## config.mk

```make
export PLATFORM = sky130hd
export DESIGN_NAME = fir_mac_sched_flat
export DESIGN_NICKNAME = d
export VERILOG_FILES = /design/src/rtl/fir_pkg.sv /design/src/rtl/fir_mac_sched_if.sv /design/src/rtl/fir_sample_buf.sv /design/src/rtl/fir_mac_sched.sv /design/src/flat_wrapper.sv
export SDC_FILE = /design/constraint.sdc
export NUM_CORES = 1
export LEC_CHECK = 0
export ABC_CLOCK_PERIOD_IN_PS = 13700
export CAP_MARGIN = 5
export CELL_PAD_IN_SITES_DETAIL_PLACEMENT = 0
export CELL_PAD_IN_SITES_GLOBAL_PLACEMENT = 1
export CORE_MARGIN = 4
export CORE_UTILIZATION = 35
export DETAILED_ROUTE_END_ITERATION = 7
export PLACE_DENSITY_LB_ADDON = 0.1
export REMOVE_ABC_BUFFERS = 1
export SYNTH_ARGS = -nofsm -noshare
export SYNTH_HDL_FRONTEND = slang
export SYNTH_SLANG_ARGS = --single-unit
```

## constraint.sdc

```tcl
create_clock -name iClk_12MHz -period 13.7 [get_ports iClk_12MHz]
set_input_delay 2.74 -clock iClk_12MHz [delete_from_list [all_inputs] [get_ports iClk_12MHz]]
set_output_delay 2.74 -clock iClk_12MHz [all_outputs]
set_load 0.01 [all_outputs]
```

## src/rtl/fir_pkg.sv

```systemverilog
`default_nettype none
// ============================================================================
//  Module   : fir_pkg
//  Purpose  : Shared constants, types and default coefficients for the
//             symmetric-folded, time-shared FIR MAC (fir_mac_sched).
//  Contents : FIR_TAPS / FIR_NUNIQ / FIR_ACC_W defaults, data widths,
//             DEFAULT_COEFF ROM contents, fir_state_e FSM encoding.
//  Revision : 1.0 - initial release
// ============================================================================
package fir_pkg;

  localparam int FIR_TAPS  = 21;  // filter length (odd, symmetric)
  localparam int FIR_NUNIQ = 11;  // unique coefficients, (TAPS+1)/2
  localparam int FIR_ACC_W = 24;  // signed accumulator width

  localparam int SAMPLE_W = 3;    // signed input sample
  localparam int PREADD_W = 4;    // folded pre-add of two samples
  localparam int COEFF_W  = 16;   // signed coefficient
  localparam int PROD_W   = 20;   // PREADD_W + COEFF_W
  localparam int OUT_W    = 16;   // saturated output
  localparam int PTR_W    = 5;    // circular-buffer pointer / offsets
  localparam int K_W      = 4;    // term index and coefficient address

  typedef logic signed [COEFF_W-1:0] coeff_t;

  // c[0] .. c[10]; c[10] is the centre tap.
  localparam coeff_t DEFAULT_COEFF [FIR_NUNIQ] = '{
    16'sh000D, 16'sh0000, 16'sh0013, 16'sh0018, 16'sh0000, 16'sh0025,
    16'sh0030, 16'sh0000, 16'sh0066, 16'sh00CE, 16'sh01F4
  };

  typedef enum logic [1:0] {
    ST_IDLE = 2'd0,
    ST_MAC  = 2'd1,
    ST_DONE = 2'd2
  } fir_state_e;

endpackage
`default_nettype wire

```

## src/rtl/fir_mac_sched_if.sv

```systemverilog
`default_nettype none
// ============================================================================
//  Module   : fir_mac_sched_if
//  Purpose  : Sample/result bus of fir_mac_sched.
//  Signals  : iEnSample_600kHz (sample strobe), iFirIn (3b signed sample),
//             oFirOut (16b signed result), oFirValid (result pulse),
//             oBusy (computation in progress), oOverrun (sticky drop flag);
//             iCoeffWr / iCoeffAddr / iCoeffData only when FIR_COEFF_WR_EN
//             is defined.
//  Modports : master (sample source / result sink), slave (the filter).
//  Revision : 1.0 - initial release
// ============================================================================
interface fir_mac_sched_if;
  import fir_pkg::*;

  logic                       iEnSample_600kHz;
  logic signed [SAMPLE_W-1:0] iFirIn;
  logic signed [OUT_W-1:0]    oFirOut;
  logic                       oFirValid;
  logic                       oBusy;
  logic                       oOverrun;
`ifdef FIR_COEFF_WR_EN
  logic                       iCoeffWr;
  logic [K_W-1:0]             iCoeffAddr;
  coeff_t                     iCoeffData;

  modport master (
    output iEnSample_600kHz, iFirIn, iCoeffWr, iCoeffAddr, iCoeffData,
    input  oFirOut, oFirValid, oBusy, oOverrun
  );
  modport slave (
    input  iEnSample_600kHz, iFirIn, iCoeffWr, iCoeffAddr, iCoeffData,
    output oFirOut, oFirValid, oBusy, oOverrun
  );
`else
  modport master (
    output iEnSample_600kHz, iFirIn,
    input  oFirOut, oFirValid, oBusy, oOverrun
  );
  modport slave (
    input  iEnSample_600kHz, iFirIn,
    output oFirOut, oFirValid, oBusy, oOverrun
  );
`endif

endinterface
`default_nettype wire

```

## src/rtl/fir_sample_buf.sv

```systemverilog
`default_nettype none
// ============================================================================
//  Module   : fir_sample_buf
//  Purpose  : TAPS-entry circular history of signed samples with one write
//             port and two combinational read ports addressed by offset
//             from the newest sample (offset 0 = newest).
//  Ports    : clk, rst (sync, active-high), wr_en, wr_data,
//             off_a / off_b (newest-relative offsets), rd_a / rd_b.
//  Revision : 1.0 - initial release
// ============================================================================
module fir_sample_buf
  import fir_pkg::*;
#(
  parameter int TAPS = FIR_TAPS
) (
  input  logic                       clk,
  input  logic                       rst,
  input  logic                       wr_en,
  input  logic signed [SAMPLE_W-1:0] wr_data,
  input  logic [PTR_W-1:0]           off_a,
  input  logic [PTR_W-1:0]           off_b,
  output logic signed [SAMPLE_W-1:0] rd_a,
  output logic signed [SAMPLE_W-1:0] rd_b
);

  logic signed [SAMPLE_W-1:0] mem [TAPS];
  logic [PTR_W-1:0]           wr_ptr;

  // wr_ptr points at the slot the next sample will land in, so the newest
  // stored sample lives at wr_ptr-1 (mod TAPS).
  function automatic logic [PTR_W-1:0] slot(input logic [PTR_W-1:0] base,
                                            input logic [PTR_W-1:0] off);
    logic [PTR_W:0] sum;
    sum = {1'b0, base} + (PTR_W+1)'(TAPS-1) - {1'b0, off};
    if (sum >= (PTR_W+1)'(TAPS)) sum = sum - (PTR_W+1)'(TAPS);
    return sum[PTR_W-1:0];
  endfunction

  always_ff @(posedge clk) begin
    if (rst) begin
      wr_ptr <= '0;
      for (int i = 0; i < TAPS; i++) mem[i] <= '0;
    end else if (wr_en) begin
      mem[wr_ptr] <= wr_data;
      wr_ptr      <= (wr_ptr == PTR_W'(TAPS-1)) ? '0 : wr_ptr + 1'b1;
    end
  end

  assign rd_a = mem[slot(wr_ptr, off_a)];
  assign rd_b = mem[slot(wr_ptr, off_b)];

endmodule
`default_nettype wire

```

## src/rtl/fir_mac_sched.sv

```systemverilog
`default_nettype none
// ============================================================================
//  Module   : fir_mac_sched
//  Purpose  : Symmetric FIR filter that time-shares one 4x16 signed
//             multiplier: each strobe stores a sample, then NUNIQ folded
//             terms (x[n-k] + x[n-(TAPS-1)+k]) * c[k] are accumulated one per
//             cycle, the sum is saturated to 16 bits and presented with a
//             one-cycle valid pulse.
//  Ports    : iClk_12MHz, iRst (sync, active-high),
//             bus : fir_mac_sched_if.slave (strobe, sample, result, valid,
//                   busy, overrun; coefficient write port when enabled).
//  Config   : FIR_COEFF_WR_EN - adds a writable shadow coefficient bank
//             that is copied to the active bank when a computation starts;
//             undefined, coefficients are a constant ROM.
//  Revision : 1.0 - initial release
// ============================================================================
module fir_mac_sched
  import fir_pkg::*;
#(
  parameter int TAPS  = FIR_TAPS,
  parameter int NUNIQ = FIR_NUNIQ,
  parameter int ACC_W = FIR_ACC_W
) (
  input  logic            iClk_12MHz,
  input  logic            iRst,
  fir_mac_sched_if.slave  bus
);

  localparam logic signed [ACC_W-1:0] SAT_MAX = ACC_W'((1 << (OUT_W-1)) - 1);
  localparam logic signed [ACC_W-1:0] SAT_MIN = ACC_W'(-(1 << (OUT_W-1)));

  fir_state_e                 state;
  fir_state_e                 next_state;
  logic [K_W-1:0]             k;
  logic signed [ACC_W-1:0]    acc;
  logic signed [OUT_W-1:0]    fir_out;
  logic                       fir_valid;
  logic                       overrun;

  logic                       strobe;
  logic                       last_term;
  logic                       start;
  logic                       mac_en;
  logic                       done_en;
  logic                       drop;
  logic                       busy;

  logic [PTR_W-1:0]           off_a;
  logic [PTR_W-1:0]           off_b;
  logic signed [SAMPLE_W-1:0] rd_a;
  logic signed [SAMPLE_W-1:0] rd_b;
  logic signed [PREADD_W-1:0] pre_add;
  coeff_t                     coef_k;
  logic signed [PROD_W-1:0]   prod;
  logic signed [OUT_W-1:0]    sat_val;

  coeff_t                     coeff_active [NUNIQ];

  assign strobe    = bus.iEnSample_600kHz;
  assign last_term = (k == K_W'(NUNIQ-1));

  // ---------------- FSM: state register ----------------
  always_ff @(posedge iClk_12MHz) begin
    if (iRst) state <= ST_IDLE;
    else      state <= next_state;
  end

  // ---------------- FSM: next state ----------------
  always_comb begin
    next_state = state;
    case (state)
      ST_IDLE: if (strobe)    next_state = ST_MAC;
      ST_MAC:  if (last_term) next_state = ST_DONE;
      ST_DONE:                next_state = ST_IDLE;
      default:                next_state = ST_IDLE;
    endcase
  end

  // ---------------- FSM: outputs ----------------
  // Any strobe outside IDLE is a drop; only IDLE accepts a sample.
  always_comb begin
    start   = 1'b0;
    mac_en  = 1'b0;
    done_en = 1'b0;
    drop    = strobe;
    busy    = 1'b1;
    case (state)
      ST_IDLE: begin
        busy  = 1'b0;
        drop  = 1'b0;
        start = strobe;
      end
      ST_MAC:  mac_en  = 1'b1;
      ST_DONE: done_en = 1'b1;
      default: ;
    endcase
  end

  // ---------------- sample history ----------------
  assign off_a = PTR_W'(k);
  assign off_b = PTR_W'(TAPS-1) - PTR_W'(k);

  fir_sample_buf #(
    .TAPS (TAPS)
  ) u_buf (
    .clk     (iClk_12MHz),
    .rst     (iRst),
    .wr_en   (start),
    .wr_data (bus.iFirIn),
    .off_a   (off_a),
    .off_b   (off_b),
    .rd_a    (rd_a),
    .rd_b    (rd_b)
  );

  // ---------------- coefficients ----------------
`ifdef FIR_COEFF_WR_EN
  coeff_t coeff_shadow [NUNIQ];

  // The active bank only changes on the start edge, so a write that lands
  // on that same edge is seen by the following sample, not this one.
  always_ff @(posedge iClk_12MHz) begin
    if (iRst) begin
      for (int i = 0; i < NUNIQ; i++) begin
        coeff_shadow[i] <= DEFAULT_COEFF[i];
        coeff_active[i] <= DEFAULT_COEFF[i];
      end
    end else begin
      if (bus.iCoeffWr && (bus.iCoeffAddr <= K_W'(NUNIQ-1)))
        coeff_shadow[bus.iCoeffAddr] <= bus.iCoeffData;
      if (start) begin
        for (int i = 0; i < NUNIQ; i++) coeff_active[i] <= coeff_shadow[i];
      end
    end
  end
`else
  for (genvar i = 0; i < NUNIQ; i++) begin : g_coeff_rom
    assign coeff_active[i] = DEFAULT_COEFF[i];
  end
`endif

  // ---------------- folded multiply ----------------
  // The centre tap has no mirror partner (both read ports see the same
  // sample), so it is taken alone.
  always_comb begin
    pre_add = PREADD_W'(rd_a);
    if (!last_term) pre_add = PREADD_W'(rd_a) + PREADD_W'(rd_b);
  end

  assign coef_k = coeff_active[k];
  assign prod   = PROD_W'(pre_add) * PROD_W'(coef_k);

  always_comb begin
    sat_val = acc[OUT_W-1:0];
    if (acc > SAT_MAX)      sat_val = SAT_MAX[OUT_W-1:0];
    else if (acc < SAT_MIN) sat_val = SAT_MIN[OUT_W-1:0];
  end

  // ---------------- datapath registers ----------------
  always_ff @(posedge iClk_12MHz) begin
    if (iRst) begin
      k         <= '0;
      acc       <= '0;
      fir_out   <= '0;
      fir_valid <= 1'b0;
      overrun   <= 1'b0;
    end else begin
      fir_valid <= 1'b0;
      if (drop) overrun <= 1'b1;
      if (start) begin
        acc <= '0;
        k   <= '0;
      end
      if (mac_en) begin
        acc <= acc + ACC_W'(prod);
        k   <= last_term ? '0 : k + 1'b1;
      end
      if (done_en) begin
        fir_out   <= sat_val;
        fir_valid <= 1'b1;
      end
    end
  end

  assign bus.oFirOut   = fir_out;
  assign bus.oFirValid = fir_valid;
  assign bus.oBusy     = busy;
  assign bus.oOverrun  = overrun;

endmodule
`default_nettype wire

```

## src/flat_wrapper.sv

```systemverilog
// flat-port wrapper written by rule: the top's interface ports become plain ports
module fir_mac_sched_flat import fir_pkg::*;
#(
  parameter int TAPS  = FIR_TAPS,
  parameter int NUNIQ = FIR_NUNIQ,
  parameter int ACC_W = FIR_ACC_W
)
  (iClk_12MHz, iRst, bus_iEnSample_600kHz, bus_iFirIn, bus_oFirOut, bus_oFirValid, bus_oBusy, bus_oOverrun);
  fir_mac_sched_if bus_i ();
  input  logic iClk_12MHz;
  input  logic iRst;
  input wire logic [$bits(bus_i.iEnSample_600kHz)-1:0] bus_iEnSample_600kHz;
  input wire logic [$bits(bus_i.iFirIn)-1:0] bus_iFirIn;
  output wire logic [$bits(bus_i.oFirOut)-1:0] bus_oFirOut;
  output wire logic [$bits(bus_i.oFirValid)-1:0] bus_oFirValid;
  output wire logic [$bits(bus_i.oBusy)-1:0] bus_oBusy;
  output wire logic [$bits(bus_i.oOverrun)-1:0] bus_oOverrun;
  assign bus_i.iEnSample_600kHz = bus_iEnSample_600kHz;
  assign bus_i.iFirIn = bus_iFirIn;
  assign bus_oFirOut = bus_i.oFirOut;
  assign bus_oFirValid = bus_i.oFirValid;
  assign bus_oBusy = bus_i.oBusy;
  assign bus_oOverrun = bus_i.oOverrun;
  fir_mac_sched #(.TAPS(TAPS), .NUNIQ(NUNIQ), .ACC_W(ACC_W)) u_core (.iClk_12MHz(iClk_12MHz), .iRst(iRst), .bus(bus_i));
endmodule
```

Word level (Yosys, flattened, before mapping)

Memories as Yosys holds them, arrays and structs flattened.
Cells that the tools add are included.
Widths: inputs -> output; s select.

Register bits after elaboration: 53
Bits in writable memories: 63
Memory bits (read-only): 256
Input bits: 6
Output and inout port bits: 19
Logic and storage cells: 66
Memories kept: 2

Memories:

| name             | depth | bits a word | read ports | clocked after Yosys merged registers in | wr ports | RTL line             | source |
|---|---|---|---|---|---|---|---|
| (no name shown)  | 16    | 16          | 1          | 0                                       | 0        | fir_mac_sched.sv:150 | `assign coef_k = coeff_active[k];` |
| u_core.u_buf.mem | 21    | 3           | 2          | 0                                       | 21       | fir_sample_buf.sv:26 | `logic signed [SAMPLE_W-1:0] mem [TAPS];` |

$add $sub $neg: 10
$mul: 1
$lt $le $gt $ge: 5
Equal/unequal tests: 6
Muxes and demuxes: 30
Bitwise operators: 1
Reduce and logical (&&, ||, !) cells: 4

Operator list:

| cell                 | count |
|---|---|
| $mux 16              | 4 |
| $mux 24              | 2 |
| $add 24x20->24       | 1 |
| $gt 24x16->1 const B | 1 |
| $lt 24x16->1 const B | 1 |
| $mul 4x16->20        | 1 |
| $mux 5               | 4 |
| $mux 4               | 4 |
| $ge 6x5->1 const B   | 2 |
| $mux 1               | 12 |
| $sub 5x5->5 const B  | 2 |
| $add 5x5->6 const B  | 1 |
| $sub 6x4->6          | 1 |
| $sub 6x5->6          | 1 |
| $add 5x1->5 const B  | 1 |
| $eq 5x5->1 const B   | 1 |
| $ge 5x5->1 const B   | 1 |
| $not 4->5            | 1 |
| $sub 5x4->5 const A  | 1 |
| $add 3x3->4          | 1 |
| $add 4x1->4 const B  | 1 |
| $eq 4x4->1 const B   | 1 |
| $mux 2               | 2 |
| $pmux 2 s2           | 1 |
| 9 further kinds      | 9 |

Longest topological paths before layout

Gate-level depths: netlist of run 1.
An unclocked memory read counts as a cell.

Depth after elaboration: 10
Depth in mapped cells: 43
Gate-level depth less buffers: 40

By module

Synthesis of run 1 repeated with hierarchy kept, for this count alone.

Cells, all modules: 1224
Area, all modules: 11415.9 um^2

By module, submodules not included:

| module         | instances | cells each | area an instance (um^2) | sequential area each (um^2) |
|---|---|---|---|---|
| fir_sample_buf | 1         | 675        | 6889.1                  | 2982.9 |
| fir_mac_sched  | 1         | 549        | 4526.8                  | 960.9 |

Worst setup path after synthesis of run 1

Ideal clock, no wire load.

Path kind: reg2reg
Start: register u_core.k[0]
End: register u_core.acc[22]
Library setup time: 117 ps
Data arrival time: 9839 ps
Required time: 13583 ps
Setup slack: 3743 ps
Stages on the path, launching flop included: 41
Path buffers: 2
Clock period less this slack: 9957 ps
Path through: dfxtp_1 > ha_1 > inv_1 > fa_1 > clkbuf_1 > inv_1 > ha_1 > inv_1 > o21ai_0 > and3_4 > o22ai_4 > mux2i_2 > buf_6 > mux4_1 > mux2i_1 > mux2i_1 > mux2i_1 > inv_1 > [5 not listed] > inv_2 > or2_2 > fa_1 > fa_1 > fa_1 > inv_1 > fa_1 > a21o_1 > a21oi_1 > o21bai_1 > a21o_1 > a21oi_1 > o21ai_0 > o41a_1 > a41o_1 > o41a_1 > mux2i_1 > nand2_1

Word-level cells in the longest chain between the ends: 10
Elaborated cells on any way between the ends: 20
Those cells by class: add/sub (7); mul (1); order compare (2); eq/ne (1); mux (6); bitwise (1); memory (2)

Ends and longest elaborated chain:

| what                                             | RTL line             | source |
|---|---|---|
| start, declared                                  | fir_mac_sched.sv:34  | `logic [K_W-1:0] k;` |
| start signal, assigned                           | fir_mac_sched.sv:176 | `k <= last_term ? '0 : k + 1'b1;` |
| $sub 5x4->5                                      | fir_mac_sched.sv:101 | `assign off_b = PTR_W'(TAPS-1) - PTR_W'(k);` |
| $sub 6x5->6                                      | fir_sample_buf.sv:34 | `sum = {1'b0, base} + (PTR_W+1)'(TAPS-1) - {1'b0, off};` |
| $sub 5x5->5 / $ge 6x5->1 (equally long branches) | fir_sample_buf.sv:35 | `if (sum >= (PTR_W+1)'(TAPS)) sum = sum - (PTR_W+1)'(TAPS);` |
| $mux 5                                           | fir_sample_buf.sv:35 |  |
| $mem_v2 21x3                                     | -                    |  |
| $add 3x3->4                                      | fir_mac_sched.sv:147 | `if (!last_term) pre_add = PREADD_W'(rd_a) + PREADD_W'(rd_b);` |
| $mux 4                                           | fir_mac_sched.sv:147 |  |
| $mul 4x16->20 (*)                                | fir_mac_sched.sv:151 | `assign prod = PROD_W'(pre_add) * PROD_W'(coef_k);` |
| $add 24x20->24 (*)                               | fir_mac_sched.sv:175 | `acc <= acc + ACC_W'(prod);` |
| $mux 24 (*)                                      | fir_mac_sched.sv:174 | `if (mac_en) begin` |
| end signal, assigned                             | fir_mac_sched.sv:175 |  |
| end, declared                                    | fir_mac_sched.sv:35  | `logic signed [ACC_W-1:0] acc;` |

Every way passes the cells marked *; elsewhere a longest branch is shown, timed or not. The select of a mux whose other input is x is not followed.
A chain may end at the register's enable or synchronous reset.

Worst setup path in the final report of run 1

Ends and elaborated chain as after synthesis.

==> summary.txt, run 1 <==
Run status
  • Run status: finished clean

Worst setup path
  • Crit path max fanout: 16
  • Crit path capture type: register
  • CP max stage cell: mux2i_2
  • Worst EP required: roughly 14 ns
  • Worst path buffer plus inverter count: 7
  • WP data arrival: 11.80 ns
  • Kind of cell adding the most delay to the critical path: adder cells
  • CP Class: reg -> reg
  • Critical path launch point type: register
  • Max incr delay on CP: about 0.95 ns

Clocking
  • CTS buffer count: 17
  • CTS resizes: 0
  • Buffer depth of the longest clock path: 2
  • Later-pin clock latency in the skew report: 0.45 ns
  • H-tree depth: 4
  • Setup Fix Bufs, Post-CTS: 0
  • CTS tree: yes
  • Hold_buf cts: 0
  • Clock transition at path regs: approximately 0.070 ns
  • Clk sinks: around 150
  • Root Driver: clkbuf_16

Route
  • Drt wl/cell: between 20 and 25 um
  • Starting DRT DRC Count: 601
  • DRC: 0
  • Vias per cell: between 5 and 6
  • Final WL: 33400 um
  • Vias: about 8600
  • DRT antenna net count: 0
  • TritonRoute pass-1 iters: 7

Yosys
  • Synth cell count leaders: and3_1 (127), edfxtp_1 (96), ha_1 (83)
  • Post-Synthesis Cells: 1126
  • Synthesis Warnings: 0
  • Top_reg_cell synth: edfxtp_1
  • EDFF count, synth: 96
  • Synth top area share: 25.8%
  • Yosys cell types: 75
  • Ys async rst share: 0%
  • Synthesized flop and latch total: 149
  • Register area share after synthesis: between 30% and 40%
  • Most frequent cell after synthesis: and3_1
  • Mapped Area: between 10000 and 15000 um^2
  • Yosys top cell by area: edfxtp_1
  • Synth area leaders: edfxtp_1 (26%), dfxtp_1 (9.5%), ha_1 (9.3%)
  • Syn_area_per_cell: 9.93 um^2

Run
  • Max-Cap Viols: 0

Timing
  • Period minus WS final: about 11 ns
  • Fmax: between 0.08 and 0.09 GHz
  • Setup tns final: 0 ns
  • Max_slew headroom: roughly 24%
  • Setup Skew: around 0.018 ns
  • Final Hold Viols: 0
  • Worst-Margin Slew: approximately 1.1 ns
  • Final worst path period share: approximately 84%
  • Final setup fails: 0
  • Max-slew violations: 0
  • RSZ-0062 raised after global routing: false

Global route
  • Overflow after GRT: 0
  • First-pass GRT wire length: between 50000 and 60000 um
  • Number of global-route vias before repair: just under 9000
  • Initial antenna violation count: 0
  • Aggregate global-route resource usage: around 19%
  • Pin count of the biggest net entering global routing: 50

Cells and area
  • Sequential cell area: 3940 um^2
  • Share of layout cells above drive strength 1: 8.32%
  • Layout overhead on the synthesized area: 11.4%
  • Fill count: between 3000 and 4000
  • Area of the multi-input gates: about 6700 um^2
  • # diodes: 0
  • Nets: approximately 1200

Place
  • Detailed placer's ending HPWL: 23700 um
  • Gpl congestion: a little over 0.8
  • IO buf count: 24

Die
  • Die area: 34900 um^2
  • Row cnt: 65
  • # IOs: 25
  • Core Footprint: roughly 32000 um^2
  • Chip Width: between 150 and 200 um
  • Starting Density: 35.4%
  • Chip height: 187 um

Hold path
  • Worst hold path type: reg -> reg
[final timing paths]
| path | from | cells past startpoint | end | slack [ns] |
|---|---|---|---|---|
| hold reg to reg | u_core.bus.oFirOut[5] | 2 | u_core.bus.oFirOut[5] | 0.45 |
| setup / recovery | u_core.k[0] | 39 | u_core.acc[22] | 2.23 |
| setup reg to reg | u_core.k[0] | 39 | u_core.acc[22] | 2.23 |
| hold / removal | u_core.bus.oFirOut[5] | 2 | u_core.bus.oFirOut[5] | 0.45 |
[worst register-to-register path: cells and delay by family (launching register included)]
kind,cells,cell delay [ns]
AOI/OAI and AO/OA,13,3.15
adders and majority gates,8,3.32
buffers and inverters,7,0.92
DFF,1,0.48
muxes,6,2.54
and+or+nand+nor,5,0.94
[area by class of cell]
cell class,instances,area share [%]
Multi-Input combinational cell,821,53.4
Sequential cell,149,31.7
Tap cell,402,4.04
Clock buffer,17,3.41
Timing Repair Buffer,48,3.33
Inverter,80,2.41
Clock inverter,15,1.74
[flip-flops by register name (all words and copies together), names as in the netlist]
name,cells
u_core.u_buf.mem,96
u_core.acc,24
u_core.bus.oFirOut,16
u_core.u_buf.wr_ptr,5
u_core.k,4
u_core.state,2
u_core.bus.oFirValid,1
u_core.bus.oOverrun,1
[cell usage in the layout (no fill, tap or decap), drive strengths merged, types with 4 or more instances in the layout]
cell type / count
and3: 128
edfxtp: 96
ha: 83
inv: 83
nor2: 75
nand2: 69
dfxtp: 53
a21oi: 53
a2111oi: 49
o21ai: 43
a21o: 34
mux2i: 31
fa: 29
mux4: 28
nand3: 27
xnor2: 27
buf: 25
clkdlybuf4s50: 23
clkbuf: 17
nor3: 14
nor4: 12
and2: 12
xor2: 12
a22oi: 11
clkinv: 9
nand2b: 7
o211ai: 6
nor2b: 6
o21a: 4
nand4: 4
o41ai: 4
o21bai: 4
[per-stage QoR]
stage | setup slack, ns | util [%] | instances | hold slack [ns] | cell area (um^2)
6_report | 2.23 | 39.5 | 1532 | 0.452 | 12500
5_1_grt | 1.43 | 39.5 | 1532 | 0.477 | 12500
4_1_cts | 2.14 | 39.5 | 1532 | 0.457 | 12500
3_5_place_dp | 2.15 | 37.4 | 1500 | 0.446 | 11800
3_3_place_gp | 2.27 | 37.4 | 1500 | 0.442 | 11800
2_1_floorplan | 3.02 | - | 1050 | 0.452 | 10900
[cells by family (layout without fill, tap and decap cells)]
family / after synthesis / after routing / synth area share (%)
buf+inv: 156 / 160 / 5.52
fa+ha+maj: 112 / 112 / 14.5
flops: 149 / 149 / 35.3
xor+xnor: 39 / 39 / 3.36
mux: 61 / 61 / 9.12
simple gates: 372 / 372 / 17.5
compound gates: 237 / 237 / 14.8
[routing by layer]
metal | wire, um | global-route usage, %
met4 | 799 | 6.20
met3 | 1280 | 2.99
met5 | 0 | 0
met2 | 15900 | 31.6
met1 | 15500 | 26.4
Power of run 1 is not shown: default switching activity piles up to over one toggle a cycle in this logic, so the estimate is an artifact.
==> run 2: changes to the inputs <==
Settings changed: ABC_CLOCK_PERIOD_IN_PS 13700 to 11100.
Clock period 13.7 ns to 11.1 ns, I/O delays scaled along.
==> run 2 against run 1 <==
  * Wire length rose by 1.3%
  * Final cell count increased by 1.0%
  * Clock skew is 0.0037 ns lower
  * Utilization increased by 0.55 points
  * Register-to-register slack got worse by 1.5 ns
  * Non-clock buffer count grew 14
  * Setup slack worse by 1.5 ns
  * Count of clock-buffer cells in the layout unchanged
  * Maximum frequency increased by 11%
  * Critical path type unchanged
==> summary.txt, run 2 (synthesis results as in run 1) <==
Global route
  • Grt met2 use: about a third
  • Overflow after GRT: 0
  • Initial antenna violation count: 0
  • Met3 usage: under 10%
  • First-pass GRT wire length: between 50000 and 60000 um
  • Pin count of the biggest net entering global routing: 49
  • Aggregate global-route resource usage: between 10% and 20%
  • Met1 Usage GRT: 25.4%
  • Number of global-route vias before repair: between 8000 and 9000
  • GRT busiest layer: met2

Hold path
  • Worst hold path type: reg -> reg
  • Hold path depth: 2

Die
  • Starting Density: 35.4%
  • Chip height: between 150 and 200 um
  • Chip Width: about 190 um
  • # IOs: 25
  • Row cnt: 65
  • Core Footprint: ~32000 um^2
  • Die area: 34900 um^2

Worst setup path
  • Most Frequent Cell on Critical Path: inv_1
  • Worst path buffer plus inverter count: 8
  • Crit path max fanout: 16
  • Kind of cell adding the most delay to the critical path: adder cells
  • CP max stage cell: mux4_1
  • WP data arrival: between 10 and 15 ns
  • Worst EP required: about 11 ns
  • Crit path capture type: register
  • R2r worst-path depth: 40
  • Critical path launch point type: register
  • CP Class: reg -> reg
  • Max incr delay on CP: just under 0.6 ns
  • Critical path depth: 40

Timing
  • Max-slew violations: 0
  • Setup tns final: 0 ns
  • RSZ-0062 raised after global routing: false
  • Final Hold Viols: 0
  • Setup Skew: between 0.01 and 0.015 ns
  • Period minus WS final: 10.37 ns
  • Worst-Margin Slew: about 1.2 ns
  • Fmax: 0.0964 GHz
  • PnR worst setup slack: a little over 0.7 ns
  • Final setup fails: 0
  • Final worst path period share: between 90% and 100%
  • Max_slew headroom: between 20% and 30%

Place
  • Pre-CTS WS: about 0.42 ns
  • Gpl congestion: 0.839
  • IO buf count: 24
  • Detailed placer's ending HPWL: ~24000 um
  • DP Area: between 10000 and 15000 um^2
  • Dpl cells: roughly 1500

Clocking
  • Clock transition at path regs: 0.07 ns
  • Clk sinks: between 100 and 150
  • Buffer depth of the longest clock path: 2
  • Hold_buf cts: 0
  • CTS tree: yes
  • Later-pin clock latency in the skew report: 0.45 ns
  • H-tree depth: 4
  • Root Driver: clkbuf_16
  • CTS buffer count: 17

Cells and area
  • Commonest non-fill, non-tap cell in the layout: and3_1
  • Commonest cells after routing, fill and taps aside: and3_1 (127), edfxtp_1 (96), ha_1 (83)
  • Nets: roughly 1200
  • Final instance area: 12600 um^2
  • Share of layout cells above drive strength 1: between 9 and 10%
  • Layout overhead on the synthesized area: 12.9%
  • Largest register FFs: 96
  • Reg with most FFs: u_core.u_buf.mem
  • Final Non-Filler Cells: 1548

Route
  • TritonRoute pass-1 iters: 5
  • Vias: between 8000 and 9000
  • DRC: 0
  • DRT antenna net count: 0
  • Drt wl/cell: roughly 22 um
  • Vias per cell: 5.71
  • Final WL: approximately 34000 um
  • Starting DRT DRC Count: 530

Run
  • Max-Cap Viols: 0

Run status
  • Run status: finished clean
==> run 2: layout make-up <==
type / count / area, um^2
sequential: 149 / 3950
antenna: 2 / 5.00
tap: 402 / 503
clock inverter: 15 / 174
timing repair buffer: 62 / 554
multi-input combinational: 821 / 6720
inverter: 80 / 300
clock buffer: 17 / 425
fill: 3158 / 18900
==> run 2: worst register-to-register path: cells and delay by family (launching register included) <==
kind,cells,cell delay [ns]
adder cells (fa/ha/maj),8,3.28
flip-flops,1,0.43
buffers and inverters,8,1.13
AO/OA/AOI/OAI,13,2.94
AND/OR/NAND/NOR,5,0.85
multiplexers,6,1.66
==> run 2: final timing paths <==
check | from | endpoint | slack (ns)
max | u_core.u_buf.wr_ptr[0] | u_core.acc[22] | 0.73
max reg2reg | u_core.u_buf.wr_ptr[0] | u_core.acc[22] | 0.73
min | u_core.bus.oFirOut[4] | u_core.bus.oFirOut[4] | 0.45
min reg2reg | u_core.bus.oFirOut[4] | u_core.bus.oFirOut[4] | 0.45
==> run 2: timing repair <==
action | 4_1_cts | 5_1_grt
gates resized for setup | 0 | 14
setup endpoints to repair | 0 | 7
setup buffers | 0 | 5
==> run 2: through the flow <==
stage / util [%] / hold slack, ns
final: 40.0 / 0.455
after CTS: 39.6 / 0.460
after detailed placement: 37.7 / 0.448
after global routing: 40.0 / 0.486
after floorplan: - / 0.452
after global placement: 37.7 / 0.442
==> run 2: layer usage <==
layer  vias to the layer above  share of wire [%]  wire (um)
met3                        66                3.6       1200
li1                       4197                  -          -
met5                         -                  0          0
met1                      4366                 45      15200
met2                       215                 48      16300
met4                         0                3.3       1110
Power of run 2 is left out for the same reason.
==> run 3: changes to the inputs <==
Settings changed: CORE_ASPECT_RATIO set to 1.2.
==> run 3 against run 2 <==
  * Final cell count shrank 0.39%
  * Setup slack lost 0.087 ns
  * Non-clock buffer count shrank 3
  * Global-route usage grew 0.46 points
  * First-iteration DRC count grew 5.1%
  * Utilization is essentially flat
  * Count of clock-buffer cells in the layout grew 3
  * Die area is essentially flat
  * Wire length shrank 0.32%
  * Critical path depth shrank 1
  * Worst hold slack lost 0.0046 ns
  * Clock skew shrank 0.0027 ns
==> summary.txt, run 3 (synthesis results as in run 1) <==
Timing
  • Setup tns final: 0 ns
  • Max-slew violations: 0
  • Final setup fails: 0
  • Period minus WS final: between 10 and 15 ns
  • Fmax: roughly 0.096 GHz
  • Max_slew headroom: 28.2%
  • Worst-Margin Slew: ~1.1 ns
  • Final worst path period share: 94.2%
  • RSZ-0062 raised after global routing: false
  • Final Hold Viols: 0
  • Setup Skew: 0.0119 ns

Die
  • Chip height: ~200 um
  • Chip Width: roughly 170 um
  • Core Footprint: 31400 um^2
  • Row cnt: roughly 70
  • Die area: 34900 um^2
  • Starting Density: roughly 36%
  • # IOs: 25

Place
  • IO buf count: 24
  • Gpl congestion: between 0.8 and 0.9
  • Dpl cells: 1507
  • Detailed placer's ending HPWL: between 20000 and 25000 um

Worst setup path
  • Critical path launch point type: register
  • Max incr delay on CP: roughly 0.56 ns
  • R2R Path Start: u_core.k[1]
  • CP Class: reg -> reg
  • Crit path max fanout: 48
  • WP data arrival: between 10 and 15 ns
  • CP max stage cell: fa_1
  • Reg2reg end: u_core.acc[22]
  • Worst EP required: ~11 ns
  • Crit path capture type: register
  • R2r setup slk: 0.64 ns
  • R2r worst-path depth: 39
  • Most Frequent Cell on Critical Path: fa_1

Run
  • Max-Cap Viols: 0

Route
  • DRT antenna net count: 0
  • Final WL: roughly 34000 um
  • DRC: 0
  • TritonRoute pass-1 iters: 5
  • Vias per cell: 5.64
  • Starting DRT DRC Count: around 560
  • Vias: between 8000 and 9000
  • Drt wl/cell: 21.9 um

Global route
  • First-pass GRT wire length: approximately 53000 um
  • Aggregate global-route resource usage: ~20%
  • Number of global-route vias before repair: slightly above 9000
  • Overflow after GRT: 0
  • Pin count of the biggest net entering global routing: 53
  • Initial antenna violation count: 0

Clocking
  • CTS tree: yes
  • Hold_buf cts: 0
  • Later-pin clock latency in the skew report: 0.44 ns
  • Buffer depth of the longest clock path: 2
  • H-tree depth: 4
  • Clock transition at path regs: 0.07 ns
  • Root Driver: clkbuf_16
  • CTS buffer count: 17
  • Clk sinks: between 100 and 150

Cells and area
  • Sequential cell area: approximately 4000 um^2
  • Area of the multi-input gates: 6760 um^2
  • Commonest non-fill, non-tap cell in the layout: and3_1
  • # diodes: 0
  • Share of layout cells above drive strength 1: under 10%
  • Commonest cells after routing, fill and taps aside: and3_1 (127), edfxtp_1 (96), ha_1 (83)
  • Largest register FFs: 96
  • Fill count: about 3100
  • Nets: between 1000 and 1500
  • Layout overhead on the synthesized area: 12.5%
  • Final Non-Filler Cells: 1542
  • Reg with most FFs: u_core.u_buf.mem

Run status
  • Run status: finished clean

Hold path
  • Worst hold path type: reg -> reg
  • Hold Crit Endpoint: u_core.bus.oFirOut[4]
  • Hold path depth: 2
  • Hold Path Origin: u_core.bus.oFirOut[4]
-- run 3: stage by stage --
stage	hold slack [ns]	utilization [%]	worst slack (ns)	area (um^2)
6_report	0.450	40.0	0.639	12600
2_1_floorplan	0.452	-	0.417	10900
3_5_place_dp	0.445	37.8	0.435	11900
3_3_place_gp	0.440	37.8	0.614	11900
5_1_grt	0.481	40.0	0.00274	12600
4_1_cts	0.454	39.6	0.392	12500
-- run 3: how the worst max path moves through the flow --
stage                     cells past startpoint  slack (ns)              startpoint             end
final                                        39        0.64             u_core.k[1]  u_core.acc[22]
after global routing                         39       0.003             u_core.k[1]  u_core.acc[22]
after CTS                                    39        0.39             u_core.k[1]  u_core.acc[22]
after detailed placement                     39        0.44             u_core.k[1]  u_core.acc[22]
after global placement                       39        0.61  u_core.u_buf.wr_ptr[0]  u_core.acc[23]
after floorplan                              36        0.42  u_core.u_buf.wr_ptr[0]  u_core.acc[22]
-- run 3: worst max-delay path: cells and delay by family, from the launching register on --
| family | cells | cell delay [ns] |
|---|---|---|
| multiplexers | 2 | 0.37 |
| AND/OR/NAND/NOR | 8 | 1.60 |
| buffers and inverters | 5 | 0.66 |
| flip-flops | 1 | 0.47 |
| AO/OA/AOI/OAI | 17 | 4.28 |
| adder cells (fa/ha/maj) | 7 | 2.92 |
-- run 3: what timing repair did --
| action | 4_1_cts | 5_1_grt |
|---|---|---|
| resized for setup | 0 | 25 |
| endpoints found under the setup margin | 0 | 8 |
| setup buffers | 0 | 3 |
-- run 3: cell type report --
cell class                      instances  area share (%)
Multi-Input combinational cell        821            53.7
Sequential cell                       149            31.3
Timing Repair Buffer                   59            4.12
Tap cell                              401            3.99
Clock buffer                           20            3.47
Inverter                               80            2.39
Clock inverter                         12            1.03
-- run 3: routing by layer --
metal,global-route usage (%),routed length [um]
met1,23.9,14200
met2,34.7,17200
met3,3.15,1080
met4,8.29,1260
met5,0,0
Power of run 3 is left out for the same reason.
